[config.mk]
export PLATFORM = sky130hd
export DESIGN_NAME = mux_nto1_scan
export DESIGN_NICKNAME = d
export VERILOG_FILES = /design/src/rtl/mux_pkg.sv /design/src/rtl/mux_sel_comb.sv /design/src/rtl/mux_nto1_scan.sv
export SDC_FILE = /design/constraint.sdc
export NUM_CORES = 1
export LEC_CHECK = 0
export CORE_MARGIN = 4
export CORE_UTILIZATION = 44
export DETAILED_ROUTE_END_ITERATION = 12
export PLACE_DENSITY_LB_ADDON = 0.15
export SETUP_SLACK_MARGIN = 0.3
export SYNTH_ARGS = -nofsm -noshare
export SYNTH_HDL_FRONTEND = slang
export SYNTH_SLANG_ARGS = --single-unit
[constraint.sdc]
create_clock -name clk -period 4.1 [get_ports clk]
set_clock_uncertainty 0.15 [all_clocks]
set_input_delay 0.615 -clock clk [delete_from_list [all_inputs] [get_ports clk]]
set_output_delay 0.615 -clock clk [all_outputs]
set_load 0.01 [all_outputs]
[src/rtl/mux_pkg.sv]
// Shared definitions for the N-to-1 scanning multiplexer.
//   state_e     : controller states (IDLE, MANUAL, SCAN)
//   MODE_*      : encoding of the mode input
//   DEF_NCH/W   : default channel count and channel data width
package mux_pkg;

    localparam int unsigned DEF_NCH = 16;
    localparam int unsigned DEF_W   = 8;

    localparam logic MODE_MANUAL = 1'b0;
    localparam logic MODE_SCAN   = 1'b1;

    typedef enum logic [1:0] {
        IDLE   = 2'd0,
        MANUAL = 2'd1,
        SCAN   = 2'd2
    } state_e;

endpackage

[src/rtl/mux_sel_comb.sv]
// Combinational channel selector: y = channel idx of the flattened input bus.
//   in  : NCH*W flattened channels, channel k at [k*W +: W]
//   idx : channel index
//   y   : selected channel data
module mux_sel_comb #(
    parameter int unsigned NCH = 16,
    parameter int unsigned W   = 8,
    localparam int unsigned SW = $clog2(NCH)
) (
    input  logic [NCH*W-1:0] in,
    input  logic [SW-1:0]    idx,
    output logic [W-1:0]     y
);

    // NCH is a power of two, so every idx value addresses a real channel.
    always_comb begin
        y = in[int'(idx)*W +: W];
    end

endmodule

[src/rtl/mux_nto1_scan.sv]
// N-to-1 multiplexer with manual selection or round-robin scanning, feeding a
// single registered valid/ready output stage.
//   clk, rst_n     : clock, asynchronous active-low reset
//   in             : NCH*W flattened channel data
//   sel            : channel index used in manual mode
//   mode           : 0 manual, 1 scan; sampled when leaving IDLE
//   en             : enables captures; dropping it returns to IDLE
//   out_data/ch    : captured data and its channel index
//   out_last       : beat carries channel NCH-1 in scan mode
//   out_valid      : output register holds an unconsumed beat
//   out_ready      : downstream accepts the beat
module mux_nto1_scan
    import mux_pkg::*;
#(
    parameter int unsigned NCH = DEF_NCH,
    parameter int unsigned W   = DEF_W,
    localparam int unsigned SW = $clog2(NCH)
) (
    input  logic             clk,
    input  logic             rst_n,
    input  logic [NCH*W-1:0] in,
    input  logic [SW-1:0]    sel,
    input  logic             mode,
    input  logic             en,
    output logic [W-1:0]     out_data,
    output logic [SW-1:0]    out_ch,
    output logic             out_last,
    output logic             out_valid,
    input  logic             out_ready
);

    state_e        state_q, state_d;
    logic [SW-1:0] ptr_q, ptr_d;
    logic [W-1:0]  data_q, data_d;
    logic [SW-1:0] ch_q, ch_d;
    logic          last_q, last_d;
    logic          valid_q, valid_d;

    logic [SW-1:0] idx_c;
    logic [W-1:0]  sel_data_c;
    logic          accept_c;
    logic          free_c;

    // Scan reads the pointer, manual reads the external select.
    assign idx_c = (state_q == SCAN) ? ptr_q : sel;

    mux_sel_comb #(
        .NCH (NCH),
        .W   (W)
    ) u_sel (
        .in  (in),
        .idx (idx_c),
        .y   (sel_data_c)
    );

    assign accept_c = valid_q & out_ready;
    assign free_c   = ~valid_q | out_ready;

    // Next-state, pointer and output-register update.
    always_comb begin
        state_d = state_q;
        ptr_d   = ptr_q;
        data_d  = data_q;
        ch_d    = ch_q;
        last_d  = last_q;
        valid_d = valid_q;

        // A pending beat retires on handshake unless replaced by a capture.
        if (accept_c) begin
            valid_d = 1'b0;
        end

        unique case (state_q)
            IDLE: begin
                if (en) begin
                    if (mode == MODE_SCAN) begin
                        state_d = SCAN;
                        ptr_d   = '0;
                    end else begin
                        state_d = MANUAL;
                    end
                end
            end
            MANUAL, SCAN: begin
                if (!en) begin
                    state_d = IDLE;
                end else if (free_c) begin
                    data_d  = sel_data_c;
                    ch_d    = idx_c;
                    valid_d = 1'b1;
                    if (state_q == SCAN) begin
                        last_d = (ptr_q == SW'(NCH - 1));
                        ptr_d  = ptr_q + SW'(1);
                    end else begin
                        last_d = 1'b0;
                    end
                end
            end
            default: begin
                state_d = IDLE;
            end
        endcase
    end

    always_ff @(posedge clk or negedge rst_n) begin
        if (!rst_n) begin
            state_q <= IDLE;
            ptr_q   <= '0;
            data_q  <= '0;
            ch_q    <= '0;
            last_q  <= 1'b0;
            valid_q <= 1'b0;
        end else begin
            state_q <= state_d;
            ptr_q   <= ptr_d;
            data_q  <= data_d;
            ch_q    <= ch_d;
            last_q  <= last_d;
            valid_q <= valid_d;
        end
    end

    assign out_data  = data_q;
    assign out_ch    = ch_q;
    assign out_last  = last_q;
    assign out_valid = valid_q;

endmodule

Word level (Yosys, flattened, before mapping)
Cells that the tools add are included.
{"block": "totals", "elab_cells": 42, "register_bits": 20, "in_bits": 137, "out_inout_bits": 14}
{"block": "op_classes", "n_bitwise": 3, "reduce_logical": 6, "n_mux": 16, "n_eq_ne": 9, "n_shift": 1, "add_sub_neg": 1}
{"cell": "$shiftx A128 B8 Y8", "count": 1}
{"cell": "$mux W4", "count": 6}
{"cell": "$ne A2 B2 Y1 const B", "count": 6}
{"cell": "$pmux W4 S2", "count": 1}
{"cell": "$mux W2", "count": 3}
{"cell": "$reduce_and A6 Y1", "count": 1}
{"cell": "$mux W1", "count": 5}
{"cell": "$add A4 B1 Y4 const B", "count": 1}
{"cell": "$eq A4 B4 Y1 const B", "count": 1}
{"cell": "$pmux W2 S2", "count": 1}
{"cell": "$reduce_and A3 Y1", "count": 1}
{"cell": "$eq A2 B1 Y1 const B", "count": 1}
{"cell": "$eq A2 B2 Y1 const B", "count": 1}
{"cell": "$logic_not A2 Y1", "count": 1}
{"cell": "$reduce_and A2 Y1", "count": 1}
{"cell": "$reduce_bool A2 Y1", "count": 1}
{"cell": "$reduce_or A2 Y1", "count": 1}
{"cell": "$and A1 B1 Y1", "count": 1}
{"cell": "$not A1 Y1", "count": 1}
{"cell": "$or A1 B1 Y1", "count": 1}

Depth between registers and ports, before layout
{"block": "depth", "word_depth": 5, "ltp_mapped": 9, "depth_no_buf": 7}

Cells and area by module
A second synthesis with hierarchy kept.
{"block": "unflattened", "cells_unflattened": 163, "hier_area_um2": 2021.9}
{"mod": "mux_sel_comb", "cells_per_inst": 70, "seq_area_each_um2": 0.0, "n_inst": 1, "area_per_inst_um2": 1033.5}
{"mod": "mux_nto1_scan", "cells_per_inst": 93, "seq_area_each_um2": 500.5, "n_inst": 1, "area_per_inst_um2": 988.4}

Worst setup path after synthesis
OpenSTA, ideal clock, no wires.
{"block": "synth_path", "path_kind": "flip-flop to flip-flop", "start": "register state_q[0]", "end": "register data_q[5] (netlist: out_data[5])", "setup_ns": 0.082, "n_path_buf": 1, "required_ns": 3.868, "path_stages_with_launch": 8, "period_less_slack_ns": 2.050, "t_arrival_ns": 1.818, "slack_ns": 2.050, "path_cell_list": "dfrtp_1 inv_1 ha_1 mux2i_2 clkbuf_1 a21oi_1 or3_1 a31oi_1"}
{"block": "synth_via", "elab_chain_len": 3, "elab_cells_between_ends": 6, "classes_between": "eq/ne: 2; shift: 1; mux: 1; reduce/logical: 2"}
{"item": "from (decl)", "line_no": "mux_nto1_scan.sv:32", "text": "state_e state_q, state_d;"}
{"item": "from (signal assigned)", "line_no": "mux_nto1_scan.sv:114", "text": "state_q <= state_d;"}
{"item": "$eq A2 B2 Y1 or $eq A2 B1 Y1 (tied branches)", "line_no": "mux_nto1_scan.sv:45, mux_nto1_scan.sv:73"}
{"item": "$mux W4 or $reduce_or A2 Y1 (tied branches)", "line_no": "mux_nto1_scan.sv:45, mux_nto1_scan.sv:73"}
{"item": "$shiftx A128 B8 Y8 or $reduce_and A3 Y1 (tied branches)"}
{"item": "to (signal assigned)", "line_no": "mux_nto1_scan.sv:116", "text": "data_q <= data_d;"}
{"item": "to (decl)", "line_no": "mux_nto1_scan.sv:34", "text": "logic [W-1:0] data_q, data_d;"}
Several ways; a longest one is shown, not always the timed one.
A chain may end at the register's enable or synchronous reset.

Worst setup path after layout
Ends and elaborated chain as after synthesis.

==> impl_summary.log <==
INFO  metric cp_slowest_cell = sky130_fd_sc_hd__mux2i_4
INFO  metric grt.total_usage = 27.7%
INFO  metric wl_per_cell = 17.5 um
INFO  metric initialDrtViolationCount = 446
INFO  metric final_layout_size_suffix_gt1_share = 4.94%
INFO  metric ant_nets = 0
INFO  metric hold_path_class = flip-flop to flip-flop
INFO  metric critical_path.max_fanout = 33
INFO  metric synthTopCellsByArea = sky130_fd_sc_hd__nand2_1 21%, sky130_fd_sc_hd__dfrtp_1 17%, sky130_fd_sc_hd__a22o_1 10%, sky130_fd_sc_hd__a22oi_1 8.6%, sky130_fd_sc_hd__o22ai_1 4.1%
INFO  metric overflow = 0
INFO  metric die_h = 88.8 um
INFO  metric cts.reportedPaths.clkPinSlew = 0.08 ns
INFO  metric synth_fp_nets = 582
INFO  metric layout.core_utilization = 69.1%
INFO  metric post-route-period-util = 77.2%
INFO  metric power.static_leakage = 0.00172 uW
INFO  metric post-synth-top-area-fraction = 20.9%
INFO  metric critical_path.top_delay_family = multiplexers
INFO  metric fin_cells = 644
INFO  metric gp_routability_congestion = 0.927
INFO  metric finalSetupViolations = 0
INFO  metric rows = 29
INFO  metric cts_root_buf = sky130_fd_sc_hd__clkbuf_8
INFO  metric yosysUniqueCellTypes = 32
INFO  metric outcome = completed
INFO  metric grt_pass1_vias = 3,675
INFO  metric dpl.cell_count = 640
INFO  metric mux_share_of_post_synthesis_cell_area = 1.57%
INFO  metric synth_adder_area_share = 1.31%
INFO  metric viasPerCell = 6.09
INFO  metric drtPass1Iterations = 5
INFO  metric initial_core_util = 45.2%
INFO  metric worstPathRequired = 4.14 ns
INFO  metric finalPower = 2010 uW
INFO  metric via_count = 3,924
INFO  metric crit_path_end_kind = flip-flop
INFO  metric area_delta_synth_final = 52.7%
INFO  metric timing_worst_setup_path_type = flip-flop to flip-flop
INFO  metric synth_most_common_cell = sky130_fd_sc_hd__nand2_1
INFO  metric clkLatencyLatePin = 0.26 ns
INFO  metric syn_area = 0.00287 mm^2
INFO  metric synth_xor_area_share = 0%
INFO  metric grt_first_pass_wirelength = 17,500 um
INFO  metric floorplan.core_area = 0.00635 mm^2
INFO  metric synth.largest_area_cell = sky130_fd_sc_hd__nand2_1
INFO  metric clock_path_buffers = 2
INFO  metric cts_num_sinks = 20
INFO  metric cts_inserted_buffers = 3
INFO  metric die_width = 88.8 um
INFO  metric timing.critical_path.buf_inv = 1
INFO  metric worst_slew_pin_slew = 1.04 ns
INFO  metric timing.setup.tns = 0 ns
INFO  metric floorplan.die_area = 0.00789 mm^2
INFO  metric post-route-min-period = 3.16 ns
INFO  metric post_cts_buffers = 0
INFO  metric rsz_0062_raised_after_global_routing = false
INFO  metric syn-mean-instance-area = 6.50 um^2
INFO  metric maxCapViolations = 0
INFO  metric grt_start_max_net_pins = 69
INFO  metric finalMaxSlewViolations = 0
INFO  metric cts_hold_repair.buffers = 0
INFO  metric ioPinCount = 151
INFO  metric filler_cell_count = 540
INFO  metric arrival = 3.20 ns
INFO  metric synth-seq-cells = 20
INFO  metric antenna-diode-count = 0
INFO  metric cts.repair.resized = 0
INFO  metric crit_path_max_incr_delay = 0.98 ns
INFO  metric cts.htree.levels = 1
INFO  metric cp-start-kind = flip-flop
INFO  metric cellPowerDensity = 458 mW/mm^2
INFO  metric ys.flop_type = sky130_fd_sc_hd__dfrtp_1
INFO  metric hold_violations = 0
INFO  metric drc = 0
INFO  metric async_sr_flop_fraction = 100%
INFO  metric synth_compound_gate_area_share = 40.5%
INFO  metric synthTopCellsByCount = 160 x sky130_fd_sc_hd__nand2_1, 33 x sky130_fd_sc_hd__a22o_1, 33 x sky130_fd_sc_hd__a22oi_1, 23 x sky130_fd_sc_hd__inv_1, 20 x sky130_fd_sc_hd__dfrtp_1
INFO  metric antenna_violations_before_repair = 0
INFO  metric maxClockFrequency = 0.316 GHz
INFO  metric timing.critical_path.cells = inv_1 -> ha_1 -> mux2i_4 -> nand2_1 -> a221oi_1 -> a311oi_1 -> a31oi_1
INFO  metric ir_drop = 0.349 mV
INFO  metric main_combinational_cell_family_by_area_after_synthesis = compound AO/OA/AOI/OAI gates
INFO  metric yosys.area_share.simple = 28.3%
INFO  metric drt_wl_total = 11,300 um
INFO  metric synth_sequential_area_ratio = 17.4%
INFO  metric finalNetCount = 708
INFO  metric input_output_buffers = 150
INFO  metric yosys_warn_count = 0
INFO  metric post_synth_inst_count = 442
INFO  metric synth-edff-count = 0
INFO  metric tritoncts_clock_tree = yes
INFO  metric maxSlewHeadroom = 29.1%
INFO  metric hpwlAfterDp = 8600 um
state kept, by name (all words and copies together) (netlist names):
| name | count |
|---|---|
| out_data | 8 |
| out_valid | 1 |
| out_ch | 4 |
| out_last | 1 |
| ptr_q | 4 |
| state_q | 2 |
cells in the final DEF (no fill, tap or decap):
cell type | synthesis | routed
sky130_fd_sc_hd__or3_1 | 16 | 16
sky130_fd_sc_hd__a22oi_2 | 8 | 8
sky130_fd_sc_hd__nand2b_1 | 2 | 2
sky130_fd_sc_hd__a32oi_2 | 1 | 1
sky130_fd_sc_hd__a31oi_1 | 10 | 10
sky130_fd_sc_hd__a311oi_1 | 8 | 8
sky130_fd_sc_hd__mux2_2 | 1 | 1
sky130_fd_sc_hd__a221oi_1 | 8 | 8
sky130_fd_sc_hd__a32o_1 | 1 | 1
sky130_fd_sc_hd__a21oi_1 | 17 | 17
sky130_fd_sc_hd__a22oi_1 | 33 | 33
sky130_fd_sc_hd__inv_1 | 23 | 23
sky130_fd_sc_hd__o22ai_1 | 19 | 19
sky130_fd_sc_hd__nand4_1 | 1 | 1
sky130_fd_sc_hd__and2_1 | 3 | 3
sky130_fd_sc_hd__a32oi_1 | 1 | 1
sky130_fd_sc_hd__bufinv_16 | 0 | 1
sky130_fd_sc_hd__a22o_1 | 33 | 33
sky130_fd_sc_hd__nor2_1 | 14 | 13
sky130_fd_sc_hd__mux2i_4 | 0 | 1
sky130_fd_sc_hd__mux2i_1 | 2 | 2
sky130_fd_sc_hd__nand3_1 | 2 | 2
sky130_fd_sc_hd__buf_4 | 4 | 8
sky130_fd_sc_hd__dfrtp_2 | 0 | 1
sky130_fd_sc_hd__clkdlybuf4s50_1 | 0 | 149
sky130_fd_sc_hd__dfrtp_1 | 20 | 19
sky130_fd_sc_hd__ha_1 | 3 | 3
sky130_fd_sc_hd__nand2_1 | 160 | 160
sky130_fd_sc_hd__nor2_2 | 0 | 1
sky130_fd_sc_hd__o2bb2ai_1 | 1 | 1
sky130_fd_sc_hd__clkbuf_8 | 0 | 3
sky130_fd_sc_hd__o21ai_0 | 15 | 15
sky130_fd_sc_hd__buf_2 | 17 | 1
sky130_fd_sc_hd__nor2b_2 | 0 | 2
cells by family after synthesis:
family / count (synthesis)
AND/OR/NAND/NOR: 200
AO/OA/AOI/OAI: 155
buffers and inverters: 60
flip-flops: 20
multiplexers: 4
adder cells (fa/ha/maj): 3
power breakdown:
part	switching, uW	internal (uW)
registers	61.2	282
logic	805	659
clock network	73.0	130
area by class of cell:
| cell class | instances | area [um^2] | share of cell area [%] |
|---|---|---|---|
| Clock inverter | 1 | 30.0 | 0.685 |
| Timing Repair Buffer | 158 | 1560 | 35.5 |
| Sequential cell | 20 | 502 | 11.4 |
| Clock buffer | 3 | 41.3 | 0.941 |
| Inverter | 23 | 86.3 | 1.97 |
| Tap cell | 77 | 96.3 | 2.20 |
| Multi-Input combinational cell | 362 | 2070 | 47.3 |
worst paths after layout:
path / startpoint / to / cells after the start / slack, ns
min in group asynchronous: rst_n / state_q[1] / 1 / 0.73
worst max register to register: state_q[0] / out_data[5] / 7 / 0.94
worst min register to register: out_ch[1] / out_ch[1] / 2 / 0.33
worst min-delay path: out_ch[1] / out_ch[1] / 2 / 0.33
max in group asynchronous: rst_n / ptr_q[0] / 1 / 2.43
worst max-delay path: state_q[0] / out_data[5] / 7 / 0.94
stage by stage:
step | area (um^2) | hold slack [ns] | setup slack, ns
2_1_floorplan | 2870 | 0.169 | 2.05
3_3_place_gp | 4320 | 0.300 | 1.04
3_5_place_dp | 4320 | 0.311 | 0.993
4_1_cts | 4390 | 0.330 | 0.977
5_1_grt | 4390 | 0.371 | 0.707
6_report | 4390 | 0.326 | 0.935
worst min-delay path: cells and delay by family (launching register included):
kind | cells | cell delay (ns)
and+or+nand+nor | 2 | 0.10
DFF | 1 | 0.35
layer usage:
layer	GRT usage (%)	wire, um	up-vias
met3	3.26	1100	14
met4	5.91	163	0
met1	36.2	4230	1819
met2	48.7	5780	240
li1	-	-	1851
met5	0	0	-
(Power assumes the default switching activity.)
==> edit, RTL diff (same settings) <==
Register the input `mode` before use. The logic sees it one clock later. The other inputs are not delayed to match.
--- a/src/rtl/mux_nto1_scan.sv
+++ b/src/rtl/mux_nto1_scan.sv
@@ -28,6 +28,12 @@
     output logic             out_valid,
     input  logic             out_ready
 );
+
+    logic mode_q;
+
+    always_ff @(posedge clk) begin
+        mode_q <= mode;
+    end
 
     state_e        state_q, state_d;
     logic [SW-1:0] ptr_q, ptr_d;
@@ -73,7 +79,7 @@
         unique case (state_q)
             IDLE: begin
                 if (en) begin
-                    if (mode == MODE_SCAN) begin
+                    if (mode_q == MODE_SCAN) begin
                         state_d = SCAN;
                         ptr_d   = '0;
                     end else begin
Check against the original RTL: not equivalent (a bounded check fails within 4 cycles, from zero or initial values and one cycle with rst_n low).
==> edit against the original RTL <==
  * Count of clock-buffer cells in the layout rose by 1
  * Sequential cell count increased by 1
  * Total power rose by 2.6%
  * Wire length fell by 1.8%
  * Final area grew 0.51%
  * Sequential share of layout area increased by 0.40 points
  * Synthesized area up 1.1%
  * Setup slack improved by 0.048 ns
  * Largest power group unchanged
  * Synthesized cell count shrank 0.23%
==> edit: results (changes against the original RTL) <==
* Filler Cells Inserted at 574 (+6.3%)
* Global Route met3 Usage at 0.03963 (+0.007043)
* Syn Inst Count at 441 (-0.23%)
* Pin count of the biggest net entering global routing at 52 (-25%)
* Post-detailed-routing wire length at 11.07 mm (-1.8%)
* Status: completed
* Adder-cell share of the synthesized area at 0.01293 (-0.0001407)
* Nets at 707 (-0.14%)
* Routed length on met1 at 4.294 mm (+1.5%)
* R2R Path End: out_data[3]$_DFFE_PN0P_
* Number of DRC markers in iteration 0 at 237 (-47%)
* Share of cell area taken by muxes after synthesis at 0.01206 (-0.003616)
* Proportion of total power due to net switching at 0.4800 (+0.01273)
* Number of distinct library cells after synthesis at 35 (+9.4%)
* Wire length of the first global-routing pass at 16.99 mm (-2.7%)
* Share of async-settable or async-resettable flops after synthesis at 0.9524 (-0.04762)
* Via-per-instance ratio at 6.028 (-1.1%)
* Seq/Total Area, Yosys at 0.1792 (+0.005017)
* Leak Pwr at 1.696 nW (-1.1%)
* Category of cells accounting for the largest share of critical-path delay: multiplexers
* Half-perimeter wire length of the detailed placement result at 8.680 mm (+0.90%)
* Register-to-Register Setup Slack at 0.98 ns (+0.05 ns)
* Post-route insts no fill at 643 (-0.16%)
* Ant diodes at 0 (unchanged)
* Ratio of cells with drive above 1 in the final layout at 0.06007 (+0.01069)
* Area fraction in compound gates after synthesis at 0.4041 (-0.0004806)
* Met3 wirelength from detailed routing at 866 um (-21%)
* Worst-case setup slack after placement at 1.040 ns (+0.04708 ns)
* Pin slew with the least headroom to its limit at 0.9961 ns (-0.04487 ns)
* Vias in the first global route at 3688 (+0.35%)
* Top area cells in the synthesized netlist: sky130_fd_sc_hd__nand2_1 20%, sky130_fd_sc_hd__dfrtp_1 17%, sky130_fd_sc_hd__a22o_1 9.7%
* Routing usage on met1 at 0.3237 (-0.03826)
* Net count after synthesis at 581 (-0.17%)
* Global routing usage summed across all routing layers at 0.2687 (-0.008078)
* Count of placed standard cells including taps at 639 (-0.16%)
* Met2 usage at 0.4849 (-0.002250)
* Worst IR drop on VDD at 0.4112 mV (+18%)
* 1st-pass router iterations at 5 (unchanged)
* Arrival time at the worst endpoint at 3.15 ns (-0.05 ns)
* R2R cell count at 7 (unchanged)
* Amount of wire on met2 after detailed routing at 5.554 mm (-3.9%)
* Post-synthesis xor/xnor area fraction at 0.009048 (+0.009048)
* Peak Freq at 320.9 MHz (+1.6%)
* Last weighted congestion value of the routability-driven placer at 0.8774 (-5.4%)
-- edit: cell types whose count changed in the layout (fill, tap and decap cells not counted), sizes merged, moves of 2 or more --
cell and change:
xnor2 +2, nand2 -5, inv -2, nor2 +4, and2 -2, nand2b +2
-- edit: area by class of cell --
cell class | count | share of cell area
inverter | 21 | 0.01788
multi-input combinational | 362 | 0.4787
sequential | 21 | 0.1183
tap | 77 | 0.02185
timing repair buffer | 158 | 0.3530
clock buffer | 4 | 0.01022
-- edit: power by group through the flow --
stage	combinational, mW	sequential (mW)	clock [mW]
finish	1.56	0.364	0.141
detailed placement	1.54	0.364	0
floorplan	1.05	0.360	0
global route	1.71	0.371	0.149
global placement	1.50	0.359	0
CTS	1.54	0.359	0.140
-- edit: stage by stage --
step / hold slack [ns] / cell area, um^2
floorplan: 0.1694 / 2904
global placement: 0.3055 / 4364
detailed placement: 0.3227 / 4364
CTS: 0.3398 / 4409
global route: 0.3756 / 4409
finish: 0.3305 / 4409
